===== src/rtl/ps2_mouse_packet_tx_if.sv =====
// rtl/ps2_mouse_packet_tx_if.sv - report handshake and PS/2 line signals for ps2_mouse_packet_tx
interface ps2_mouse_packet_tx_if;
  logic       report_valid;
  logic       report_ready;
  logic       left_button;
  logic       right_button;
  logic       middle_button;
  logic [9:0] delta_x;
  logic [9:0] delta_y;
  logic       ps2_clk_in;
  logic       ps2_dat_in;
  logic       ps2_clk_oe;
  logic       ps2_dat_oe;
  logic       busy;
  logic       packet_sent;
  logic       byte_aborted;

  modport master (
    output report_valid, left_button, right_button, middle_button, delta_x, delta_y,
    output ps2_clk_in, ps2_dat_in,
    input  report_ready, busy, packet_sent, byte_aborted, ps2_clk_oe, ps2_dat_oe
  );

  modport slave (
    input  report_valid, left_button, right_button, middle_button, delta_x, delta_y,
    input  ps2_clk_in, ps2_dat_in,
    output report_ready, busy, packet_sent, byte_aborted, ps2_clk_oe, ps2_dat_oe
  );
endinterface


===== src/rtl/ps2_mouse_packet_tx.sv =====
// rtl/ps2_mouse_packet_tx.sv - device-side PS/2 mouse transmitter: one report in, three framed bytes out
// Open-drain drivers: *_oe=1 pulls the line low; host inhibit aborts and retries the current byte.
module ps2_mouse_packet_tx #(
  parameter int CLK_DIV    = 2000,
  parameter int GAP_CYCLES = 4000
) (
  input logic             CLOCK_50,
  input logic             reset,
  ps2_mouse_packet_tx_if.slave bus
);
  localparam int CNT_MAX = (CLK_DIV > GAP_CYCLES) ? CLK_DIV : GAP_CYCLES;
  localparam int CW      = $clog2(CNT_MAX + 1);
  localparam logic [CW-1:0] DIV_LAST = CW'(CLK_DIV - 1);
  localparam logic [CW-1:0] GAP_LAST = CW'(GAP_CYCLES - 1);
  localparam logic [CW-1:0] SETTLE   = CW'(3);

  typedef enum logic [2:0] {IDLE, WAIT_BUS, BIT_HIGH, BIT_LOW, GAP} state_t;

  state_t        state_q, state_d;
  logic [CW-1:0] cnt_q, cnt_d;
  logic [3:0]    bit_q, bit_d;
  logic [1:0]    byte_q, byte_d;
  logic [23:0]   pkt_q, pkt_d;
  logic          clk_oe_q, clk_oe_d;
  logic          dat_oe_q, dat_oe_d;
  logic          sent_q, sent_d;
  logic          abort_q, abort_d;
  logic          clk_meta_q, clk_s_q, dat_meta_q, dat_s_q;

  logic [9:0] sat_x, sat_y;
  logic [7:0] byte0, cur_byte;
  logic [3:0] next_bit;
  logic       lines_free;

  // {overflow, 9-bit clamped value}
  function automatic logic [9:0] saturate(input logic [9:0] d);
    if ($signed(d) > 10'sd255)       return {1'b1, 9'h0FF};
    else if ($signed(d) < -10'sd256) return {1'b1, 9'h100};
    else                             return {1'b0, d[8:0]};
  endfunction

  function automatic logic frame_bit(input logic [7:0] b, input logic [3:0] idx);
    case (idx)
      4'd0:    return 1'b0;
      4'd9:    return ~^b;
      4'd10:   return 1'b1;
      default: return b[3'(idx - 4'd1)];
    endcase
  endfunction

  assign sat_x      = saturate(bus.delta_x);
  assign sat_y      = saturate(bus.delta_y);
  assign byte0      = {sat_y[9], sat_x[9], sat_y[8], sat_x[8], 1'b1,
                       bus.middle_button, bus.right_button, bus.left_button};
  assign next_bit   = bit_q + 4'd1;
  assign lines_free = clk_s_q & dat_s_q;

  always_comb begin
    case (byte_q)
      2'd0:    cur_byte = pkt_q[7:0];
      2'd1:    cur_byte = pkt_q[15:8];
      default: cur_byte = pkt_q[23:16];
    endcase
  end

  always_ff @(posedge CLOCK_50 or posedge reset) begin
    if (reset) begin
      clk_meta_q <= 1'b1;
      clk_s_q    <= 1'b1;
      dat_meta_q <= 1'b1;
      dat_s_q    <= 1'b1;
    end else begin
      clk_meta_q <= bus.ps2_clk_in;
      clk_s_q    <= clk_meta_q;
      dat_meta_q <= bus.ps2_dat_in;
      dat_s_q    <= dat_meta_q;
    end
  end

  always_ff @(posedge CLOCK_50 or posedge reset) begin
    if (reset) begin
      state_q  <= IDLE;
      cnt_q    <= '0;
      bit_q    <= '0;
      byte_q   <= '0;
      pkt_q    <= '0;
      clk_oe_q <= 1'b0;
      dat_oe_q <= 1'b0;
      sent_q   <= 1'b0;
      abort_q  <= 1'b0;
    end else begin
      state_q  <= state_d;
      cnt_q    <= cnt_d;
      bit_q    <= bit_d;
      byte_q   <= byte_d;
      pkt_q    <= pkt_d;
      clk_oe_q <= clk_oe_d;
      dat_oe_q <= dat_oe_d;
      sent_q   <= sent_d;
      abort_q  <= abort_d;
    end
  end

  always_comb begin
    state_d  = state_q;
    cnt_d    = cnt_q;
    bit_d    = bit_q;
    byte_d   = byte_q;
    pkt_d    = pkt_q;
    clk_oe_d = clk_oe_q;
    dat_oe_d = dat_oe_q;
    sent_d   = 1'b0;
    abort_d  = 1'b0;
    case (state_q)
      IDLE: begin
        if (bus.report_valid) begin
          pkt_d  = {sat_y[7:0], sat_x[7:0], byte0};
          byte_d = 2'd0;
          bit_d  = 4'd0;
          cnt_d  = '0;
          // A free bus at accept starts the start bit immediately.
          if (lines_free) begin
            state_d  = BIT_HIGH;
            dat_oe_d = 1'b1;
          end else begin
            state_d = WAIT_BUS;
          end
        end
      end
      WAIT_BUS: begin
        if (!lines_free) begin
          cnt_d = '0;
        end else if (cnt_q == GAP_LAST) begin
          state_d  = BIT_HIGH;
          cnt_d    = '0;
          bit_d    = 4'd0;
          dat_oe_d = 1'b1;
        end else begin
          cnt_d = cnt_q + CW'(1);
        end
      end
      BIT_HIGH: begin
        // Early cycles still see our own low clock through the synchroniser.
        if (bit_q <= 4'd9 && cnt_q >= SETTLE && !clk_s_q) begin
          state_d  = WAIT_BUS;
          cnt_d    = '0;
          clk_oe_d = 1'b0;
          dat_oe_d = 1'b0;
          abort_d  = 1'b1;
        end else if (cnt_q == DIV_LAST) begin
          state_d  = BIT_LOW;
          cnt_d    = '0;
          clk_oe_d = 1'b1;
        end else begin
          cnt_d = cnt_q + CW'(1);
        end
      end
      BIT_LOW: begin
        if (cnt_q == DIV_LAST) begin
          cnt_d    = '0;
          clk_oe_d = 1'b0;
          if (bit_q == 4'd10) begin
            state_d  = GAP;
            dat_oe_d = 1'b0;
          end else begin
            state_d  = BIT_HIGH;
            bit_d    = next_bit;
            dat_oe_d = ~frame_bit(cur_byte, next_bit);
          end
        end else begin
          cnt_d = cnt_q + CW'(1);
        end
      end
      GAP: begin
        if (cnt_q == GAP_LAST) begin
          cnt_d = '0;
          if (byte_q == 2'd2) begin
            state_d = IDLE;
            sent_d  = 1'b1;
          end else begin
            state_d  = BIT_HIGH;
            byte_d   = byte_q + 2'd1;
            bit_d    = 4'd0;
            dat_oe_d = 1'b1;
          end
        end else begin
          cnt_d = cnt_q + CW'(1);
        end
      end
      default: state_d = IDLE;
    endcase
  end

  assign bus.report_ready = (state_q == IDLE);
  assign bus.busy         = (state_q != IDLE);
  assign bus.ps2_clk_oe   = clk_oe_q;
  assign bus.ps2_dat_oe   = dat_oe_q;
  assign bus.packet_sent  = sent_q;
  assign bus.byte_aborted = abort_q;
endmodule


===== src/flat_wrapper.sv =====
// flat-port wrapper written by rule: the top's interface ports become plain ports
module ps2_mouse_packet_tx_flat 
#(
  parameter int CLK_DIV    = 2000,
  parameter int GAP_CYCLES = 4000
)
  (CLOCK_50, reset, bus_report_valid, bus_left_button, bus_right_button, bus_middle_button, bus_delta_x, bus_delta_y, bus_ps2_clk_in, bus_ps2_dat_in, bus_report_ready, bus_busy, bus_packet_sent, bus_byte_aborted, bus_ps2_clk_oe, bus_ps2_dat_oe);
  ps2_mouse_packet_tx_if bus_i ();
  input logic CLOCK_50;
  input logic reset;
  input wire logic [$bits(bus_i.report_valid)-1:0] bus_report_valid;
  input wire logic [$bits(bus_i.left_button)-1:0] bus_left_button;
  input wire logic [$bits(bus_i.right_button)-1:0] bus_right_button;
  input wire logic [$bits(bus_i.middle_button)-1:0] bus_middle_button;
  input wire logic [$bits(bus_i.delta_x)-1:0] bus_delta_x;
  input wire logic [$bits(bus_i.delta_y)-1:0] bus_delta_y;
  input wire logic [$bits(bus_i.ps2_clk_in)-1:0] bus_ps2_clk_in;
  input wire logic [$bits(bus_i.ps2_dat_in)-1:0] bus_ps2_dat_in;
  output wire logic [$bits(bus_i.report_ready)-1:0] bus_report_ready;
  output wire logic [$bits(bus_i.busy)-1:0] bus_busy;
  output wire logic [$bits(bus_i.packet_sent)-1:0] bus_packet_sent;
  output wire logic [$bits(bus_i.byte_aborted)-1:0] bus_byte_aborted;
  output wire logic [$bits(bus_i.ps2_clk_oe)-1:0] bus_ps2_clk_oe;
  output wire logic [$bits(bus_i.ps2_dat_oe)-1:0] bus_ps2_dat_oe;
  assign bus_i.report_valid = bus_report_valid;
  assign bus_i.left_button = bus_left_button;
  assign bus_i.right_button = bus_right_button;
  assign bus_i.middle_button = bus_middle_button;
  assign bus_i.delta_x = bus_delta_x;
  assign bus_i.delta_y = bus_delta_y;
  assign bus_i.ps2_clk_in = bus_ps2_clk_in;
  assign bus_i.ps2_dat_in = bus_ps2_dat_in;
  assign bus_report_ready = bus_i.report_ready;
  assign bus_busy = bus_i.busy;
  assign bus_packet_sent = bus_i.packet_sent;
  assign bus_byte_aborted = bus_i.byte_aborted;
  assign bus_ps2_clk_oe = bus_i.ps2_clk_oe;
  assign bus_ps2_dat_oe = bus_i.ps2_dat_oe;
  ps2_mouse_packet_tx #(.CLK_DIV(CLK_DIV), .GAP_CYCLES(GAP_CYCLES)) u_core (.CLOCK_50(CLOCK_50), .reset(reset), .bus(bus_i));
endmodule

===== config.mk =====
export PLATFORM = sky130hd
export DESIGN_NAME = ps2_mouse_packet_tx_flat
export DESIGN_NICKNAME = d
export VERILOG_FILES = /design/src/rtl/ps2_mouse_packet_tx_if.sv /design/src/rtl/ps2_mouse_packet_tx.sv /design/src/flat_wrapper.sv
export SDC_FILE = /design/constraint.sdc
export NUM_CORES = 1
export LEC_CHECK = 0
export BUFFER_PORTS_ARGS = -buffer_cell sky130_fd_sc_hd__buf_2
export CAP_MARGIN = 20
export CORE_UTILIZATION = 60
export DETAILED_ROUTE_END_ITERATION = 8
export GPL_TIMING_DRIVEN = 1
export PLACE_DENSITY = 0.77
export SLEW_MARGIN = 25
export SYNTH_ARGS = -nofsm -noshare
export SYNTH_HDL_FRONTEND = slang
export SYNTH_SLANG_ARGS = --single-unit

===== constraint.sdc =====
create_clock -name CLOCK_50 -period 6.65 [get_ports CLOCK_50]
set_input_delay 0.665 -clock CLOCK_50 [delete_from_list [all_inputs] [get_ports CLOCK_50]]
set_output_delay 0.665 -clock CLOCK_50 [all_outputs]
set_load 0.01 [all_outputs]

==> impl_metrics.csv, run 1 <==
group,metric,value,unit
global_routing,grtUsageTotal,0.257,
layout,register_area,1330,um^2
setup_path,start_kind,"flip-flop",
routing,wirelength,6380,um
clock_network,numClockSinks,53,
clock_network,clock_path_buffers,2,
setup_path,worstPathRequired,6.86,ns
yosys,synth_seq_cells,53,
routing,viasPerCell,5.83,
layout,n_antenna_cell,0,
die,die-width,73.5,um
yosys,syn_inst,332,
global_routing,overflow,0,
sta,slew_headroom,0.355,
routing,vias,2474,
place,gp_congestion,0.873,
power,p_leak,1.58,nW
setup_path,cp-startpoint,"u_core.byte_q[0]$_DFFE_PP0P_",
routing,drtAntennaViolNets,0,
die,core,4820,um^2
setup_path,worstPathCellList,"inv_1 > ha_1 > nor2_1 > a21oi_1 > xnor2_1 > xnor3_1 > xnor2_1 > a221oi_1",
layout,n_fill_cell,404,
clock_network,h-tree-depth,2,
yosys,synth_ff_type,"dfrtp_1",
clock_network,cts_resized,0,
sta,setup_tns,0,ns
layout,layout.nets,393,
yosys,synth-edff-count,0,
sta,rsz0062_at_grt,"false",
sta,worst_slack,4.17,ns
setup_path,critPathSlowestCell,"nor2_1",
yosys,synth_most_common_cell,"dfrtp_1",
die,start_util,0.637,
yosys,seq_area_frac_synth,0.434,
setup_path,crit_top_cell,"xnor2_1",
place,portBuffers,33,
setup_path,worstPathMaxFanout,11,
sta,hold_viol,0,
routing,firstDrtPassIters,4,
clock_network,clk_latency,0.30,ns
sta,fmax,404,MHz
clock_network,cts_setup_buffers,0,
yosys,synth_top_cell_area_share,0.400,
die,rows,25,
yosys,async_flop_share,1.00,
clock_network,cts_tree,"yes",
clock_network,cts.clk_slew.worst_paths,0.09,ns
global_routing,grt_pass1_vias,2265,
setup_path,worstReg2RegStart,"u_core.byte_q[0]$_DFFE_PP0P_",
yosys,synth_area,3070,um^2
setup_path,crit_arrival,2.69,ns
routing,route.detailed.drc,0,
routing,wl_per_cell,15.0,um
global_routing,antenna_found_initial,0,
die,io_pins,34,
job,maxCapViolations,0,
run_status,status,"completed",
setup_path,worst-setup-path-type,"reg -> reg",
sta,finalCriticalPeriod,2.48,ns
sta,finClkSkew,0.00847,ns
place,dp_hpwl,4610,um
clock_network,clock-root-buffer,"clkbuf_8",
die,die_h,73.5,um
min_path,hold_path.class,"reg -> reg",
clock_network,holdBufCountCts,0,
clock_network,cts_buffers,5,
sta,post-route-period-util,0.373,
sta,maxSlewViolCount,0,
routing,drt_iter0_markers,188,
place,dpl_worst_slack,4.21,ns
layout,multi_input_area,1610,um^2
yosys,yosysWarnings,0,
sta,tightest_slew,0.941,ns
yosys,synthTopCellsByArea,"dfrtp_1, o21ai_0, nand2_1",
yosys,yosys.area.top_type,"dfrtp_1",
min_path,hold_start,"u_core.clk_meta_q$_DFF_PP1_",
yosys,synth.distinct_cells,53,
layout,area_delta_synth_final,9.91,%
layout,drive_above_1_share,0.171,
die,die_area,5400,um^2
setup_path,max_stage_delay,0.55,ns
global_routing,grt_max_degree,54,
power,ir_worst_vdd,0.245,mV
yosys,syn_nets,369,
global_routing,grt_pass1_wl,10600,um
sta,whs,0.361,ns
yosys,synthTopCellsByCount,"dfrtp_1, o21ai_0, nand2_1",
yosys,synth_area_per_cell,9.24,um^2
power,p_per_area,357,nW/um^2
setup_path,critPathCaptureType,"flip-flop",
sta,setup_violations,0,
[path summary, 6_finish.rpt]
check | slack (ns) | cells after the start | end
max in group asynchronous | 5.67 | 3 | u_core.pkt_q[17]$_DFFE_PP0P_
max reg2reg | 4.17 | 8 | u_core.bus.ps2_dat_oe$_DFFE_PP0P_
min reg2reg | 0.36 | 0 | u_core.clk_s_q$_DFF_PP1_
max | 4.17 | 8 | u_core.bus.ps2_dat_oe$_DFFE_PP0P_
min in group asynchronous | 0.53 | 3 | u_core.cnt_q[2]$_DFFE_PP0P_
min | 0.36 | 0 | u_core.clk_s_q$_DFF_PP1_
[layout by cell type (no fill, tap or decap), drive strengths merged, types with 2 or more instances in the layout]
| cell type | n |
|---|---|
| nor4 | 3 |
| a21oi | 16 |
| nand3b | 2 |
| nand2b | 5 |
| nor2 | 10 |
| and3 | 9 |
| o21bai | 2 |
| or2 | 2 |
| dfrtp | 49 |
| mux2 | 6 |
| o21ai | 53 |
| nor2b | 6 |
| a2111oi | 3 |
| clkbuf | 7 |
| nand2 | 37 |
| nor3 | 6 |
| inv | 12 |
| a31oi | 7 |
| dfstp | 4 |
| a22o | 9 |
| o31ai | 2 |
| nand3 | 10 |
| o22ai | 3 |
| buf | 35 |
| xnor2 | 7 |
| nor3b | 9 |
| nand4 | 2 |
| a21o | 8 |
| ha | 9 |
| a211oi | 2 |
| and4 | 3 |
| mux2i | 4 |
[kinds of logic after synthesis]
group                      share of synthesized area
AOI/OAI and AO/OA                              0.232
and+or+nand+nor                                0.195
DFF                                            0.434
buffers and inverters                         0.0404
muxes                                         0.0351
adders and majority gates                     0.0367
xor gates and xnor gates                      0.0273
[power by group]
group          switching [mW]  internal, mW
registers              0.0793         0.413
logic                   0.266         0.220
clock network           0.103         0.123
[cell type report]
type,instances,share of cell area
Clock buffer,7,0.0256
Clock inverter,1,0.00891
Tap cell,67,0.0249
Sequential cell,53,0.395
Inverter,12,0.0134
Timing Repair Buffer,35,0.0535
Multi-Input combinational cell,249,0.479
[critical path, delay by kind of cell (launching register included)]
kind	cells	cell delay (ns)
compound gates	2	0.42
flops	1	0.38
xor+xnor	3	0.64
fa+ha+maj	1	0.32
buf+inv	1	0.07
simple gates	1	0.55
[flip-flops by register name (all words and copies together), names as in the netlist]
name	flops
u_core.pkt_q	24
u_core.cnt_q	12
u_core.bit_q	4
u_core.state_q	3
u_core.byte_q	2
u_core.bus.byte_aborted	1
u_core.bus.packet_sent	1
u_core.bus.ps2_clk_oe	1
u_core.bus.ps2_dat_oe	1
u_core.clk_meta_q	1
u_core.clk_s_q	1
u_core.dat_meta_q	1
u_core.dat_s_q	1
[through the flow]
step | instances | area, um^2 | utilization | total power [mW]
after global placement | 416 | 3250 | 0.675 | 0.957
after global routing | 424 | 3370 | 0.700 | 1.29
final | 424 | 3370 | 0.700 | 1.20
after floorplan | 332 | 3070 | - | 0.860
after CTS | 424 | 3370 | 0.700 | 1.21
after detailed placement | 416 | 3250 | 0.676 | 0.980
[per-layer routing]
layer,part of all wire,wire (um),track usage,vias up
met2,0.48,3040,0.410,58
met4,0.0080,51,0.0598,0
met5,0,0,0,-
li1,-,-,-,1259
met1,0.48,3090,0.361,1152
met3,0.031,200,0.0535,5
(Power assumes the default switching activity.)
==> run 2, diff against run 1 <==
--- a/config.mk
+++ b/config.mk
@@ -7,10 +7,10 @@
 export LEC_CHECK = 0
 export BUFFER_PORTS_ARGS = -buffer_cell sky130_fd_sc_hd__buf_2
 export CAP_MARGIN = 20
-export CORE_UTILIZATION = 60
+export CORE_UTILIZATION = 59
 export DETAILED_ROUTE_END_ITERATION = 8
 export GPL_TIMING_DRIVEN = 1
-export PLACE_DENSITY = 0.77
+export PLACE_DENSITY = 0.76
 export SLEW_MARGIN = 25
 export SYNTH_ARGS = -nofsm -noshare
 export SYNTH_HDL_FRONTEND = slang
==> constraint.sdc (replaced) <==
create_clock -name CLOCK_50 -period 2.4 [get_ports CLOCK_50]
set_input_delay 0.24 -clock CLOCK_50 [delete_from_list [all_inputs] [get_ports CLOCK_50]]
set_output_delay 0.24 -clock CLOCK_50 [all_outputs]
set_load 0.01 [all_outputs]
==> run 2 against run 1 <==
Fmax increased by 9.6%. Design area is 3.6% higher. Critical endpoint unchanged. Critical path depth is 1 higher.
==> impl_metrics.csv, run 2 (synthesis gave the netlist of run 1 again) <==
group,metric,value,unit
run_status,status,"completed",
global_routing,grt_pass1_wl,10800,um
setup_path,critPathCaptureType,"flip-flop",
sta,hold_viol,0,
power,p_per_area,977,nW/um^2
setup_path,critPathSlowestCell,"dfrtp_1",
routing,viasPerCell,5.79,
layout,layout_commonest_cell,"dfrtp_1",
min_path,whs_path_depth,1,
sta,tightest_slew,0.420,ns
setup_path,worstPathMaxFanout,9,
sta,finClkSkew,0.00735,ns
layout,drive_above_1_share,0.207,
clock_network,cts_setup_buffers,0,
power,ir_worst_vdd,0.649,mV
setup_path,worstPathRequired,2.61,ns
layout,largest_register_ffs,24,
clock_network,clock_path_buffers,2,
clock_network,cts.clk_slew.worst_paths,0.10,ns
die,start_util,0.633,
place,gp_congestion,0.879,
die,io_pins,34,
routing,wirelength,6450,um
setup_path,worst-setup-path-type,"reg -> reg",
setup_path,start_kind,"flip-flop",
sta,finalCriticalPeriod,2.26,ns
global_routing,antenna_found_initial,0,
global_routing,grt_max_degree,43,
sta,slew_headroom,0.713,
setup_path,reg2regPathDepth,9,
power,totalPowerFinal,3.41,mW
routing,vias,2540,
sta,maxSlewViolCount,0,
layout,fin_area,3490,um^2
place,dp_hpwl,4780,um
clock_network,cts_buffers,5,
clock_network,cts_tree,"yes",
clock_network,numClockSinks,53,
layout,register_area,1330,um^2
sta,fmax,442,MHz
routing,drtAntennaViolNets,0,
routing,route.detailed.drc,0,
sta,post-route-period-util,0.942,
clock_network,clk_latency,0.30,ns
setup_path,worstPathCellList,"inv_1 > ha_1 > buf_4 > a22o_1 > a2111oi_0 > nor4_1 > a41oi_1 > o21ai_1 > a221oi_1",
setup_path,reg2reg_slack,0.14,ns
layout,final_cell_mix,"dfrtp_1, o21ai_0, nand2_1",
global_routing,overflow,0,
setup_path,worstReg2RegStart,"u_core.byte_q[0]$_DFFE_PP0P_",
die,die_area,5490,um^2
clock_network,h-tree-depth,2,
global_routing,grtUsageTotal,0.255,
setup_path,r2r-end,"u_core.bus.ps2_dat_oe$_DFFE_PP0P_",
power,p_leak,1.65,nW
place,dpl_cell_area,3360,um^2
layout,n_fill_cell,368,
die,rows,25,
layout,largest_register,"u_core.pkt_q",
die,core,4850,um^2
place,portBuffers,33,
sta,setup_violations,0,
die,die_h,74.1,um
global_routing,grt_pass1_vias,2411,
setup_path,crit_arrival,2.47,ns
setup_path,cp-startpoint,"u_core.byte_q[0]$_DFFE_PP0P_",
setup_path,max_stage_delay,0.39,ns
min_path,hold_path.class,"in -> reg",
routing,firstDrtPassIters,7,
job,maxCapViolations,0,
sta,setup_tns,0,ns
layout,layout.nets,408,
layout,reg_top3,"u_core.pkt_q: 24 flops, u_core.cnt_q: 12 flops, u_core.bit_q: 4 flops",
routing,drt_iter0_markers,156,
layout,n_antenna_cell,0,
layout,area_delta_synth_final,13.9,%
setup_path,endpoint,"u_core.bus.ps2_dat_oe$_DFFE_PP0P_",
die,die-width,74.1,um
sta,rsz0062_at_grt,"false",
clock_network,clock-root-buffer,"clkbuf_8",
layout,multi_input_area,1620,um^2
routing,wl_per_cell,14.7,um
## run 2: area by class of cell
| cell class | count | area share |
|---|---|---|
| sequential | 53 | 0.381 |
| clock buffer | 6 | 0.0236 |
| clock inverter | 2 | 0.0107 |
| tap | 67 | 0.0240 |
| inverter | 12 | 0.0129 |
| multi-input combinational | 249 | 0.463 |
| timing repair buffer | 50 | 0.0846 |
## run 2: how the worst min path moves through the flow
stage / startpoint / end
global placement: reset / u_core.pkt_q[10]$_DFFE_PP0P_
floorplan: bus_ps2_clk_in / u_core.clk_meta_q$_DFF_PP1_
finish: bus_ps2_clk_in / u_core.clk_meta_q$_DFF_PP1_
CTS: bus_ps2_clk_in / u_core.clk_meta_q$_DFF_PP1_
detailed placement: reset / u_core.pkt_q[10]$_DFFE_PP0P_
global route: bus_ps2_dat_in / u_core.dat_meta_q$_DFF_PP1_
## run 2: through the flow
stage	util	setup slack [ns]	hold slack [ns]	cells
CTS	0.719	0.0920	0.0252	439
finish	0.720	0.138	0.0289	439
detailed placement	0.692	0.127	0.246	430
floorplan	-	0.253	0.244	332
global placement	0.692	0.209	0.234	430
global route	0.720	0.000151	0.0196	439
## run 2: where the power goes
| part | switching, mW | internal, mW |
|---|---|---|
| Clock | 0.294 | 0.339 |
| Sequential | 0.207 | 1.14 |
| Combinational | 0.748 | 0.678 |
| Total | 1.25 | 2.16 |
## run 2: repair_timing
item	CTS	global route
resized for setup	0	3
setup endpoints to repair	0	3
hold buffers	1	0
hold endpoints to repair	14	0
## run 2: routing by layer
| metal | up-vias | wire length [um] | global-route usage |
|---|---|---|---|
| met3 | 7 | 215 | 0.0312 |
| li1 | 1281 | - | - |
| met4 | 0 | 72 | 0.0684 |
| met5 | - | 0 | 0 |
| met1 | 1198 | 3210 | 0.359 |
| met2 | 54 | 2950 | 0.419 |
## run 2: critical path, delay by kind of cell, from the launching register on
kind / cells / cell delay (ns)
buf+inv: 2 / 0.24
simple gates: 1 / 0.12
compound gates: 5 / 1.19
flops: 1 / 0.39
fa+ha+maj: 1 / 0.23
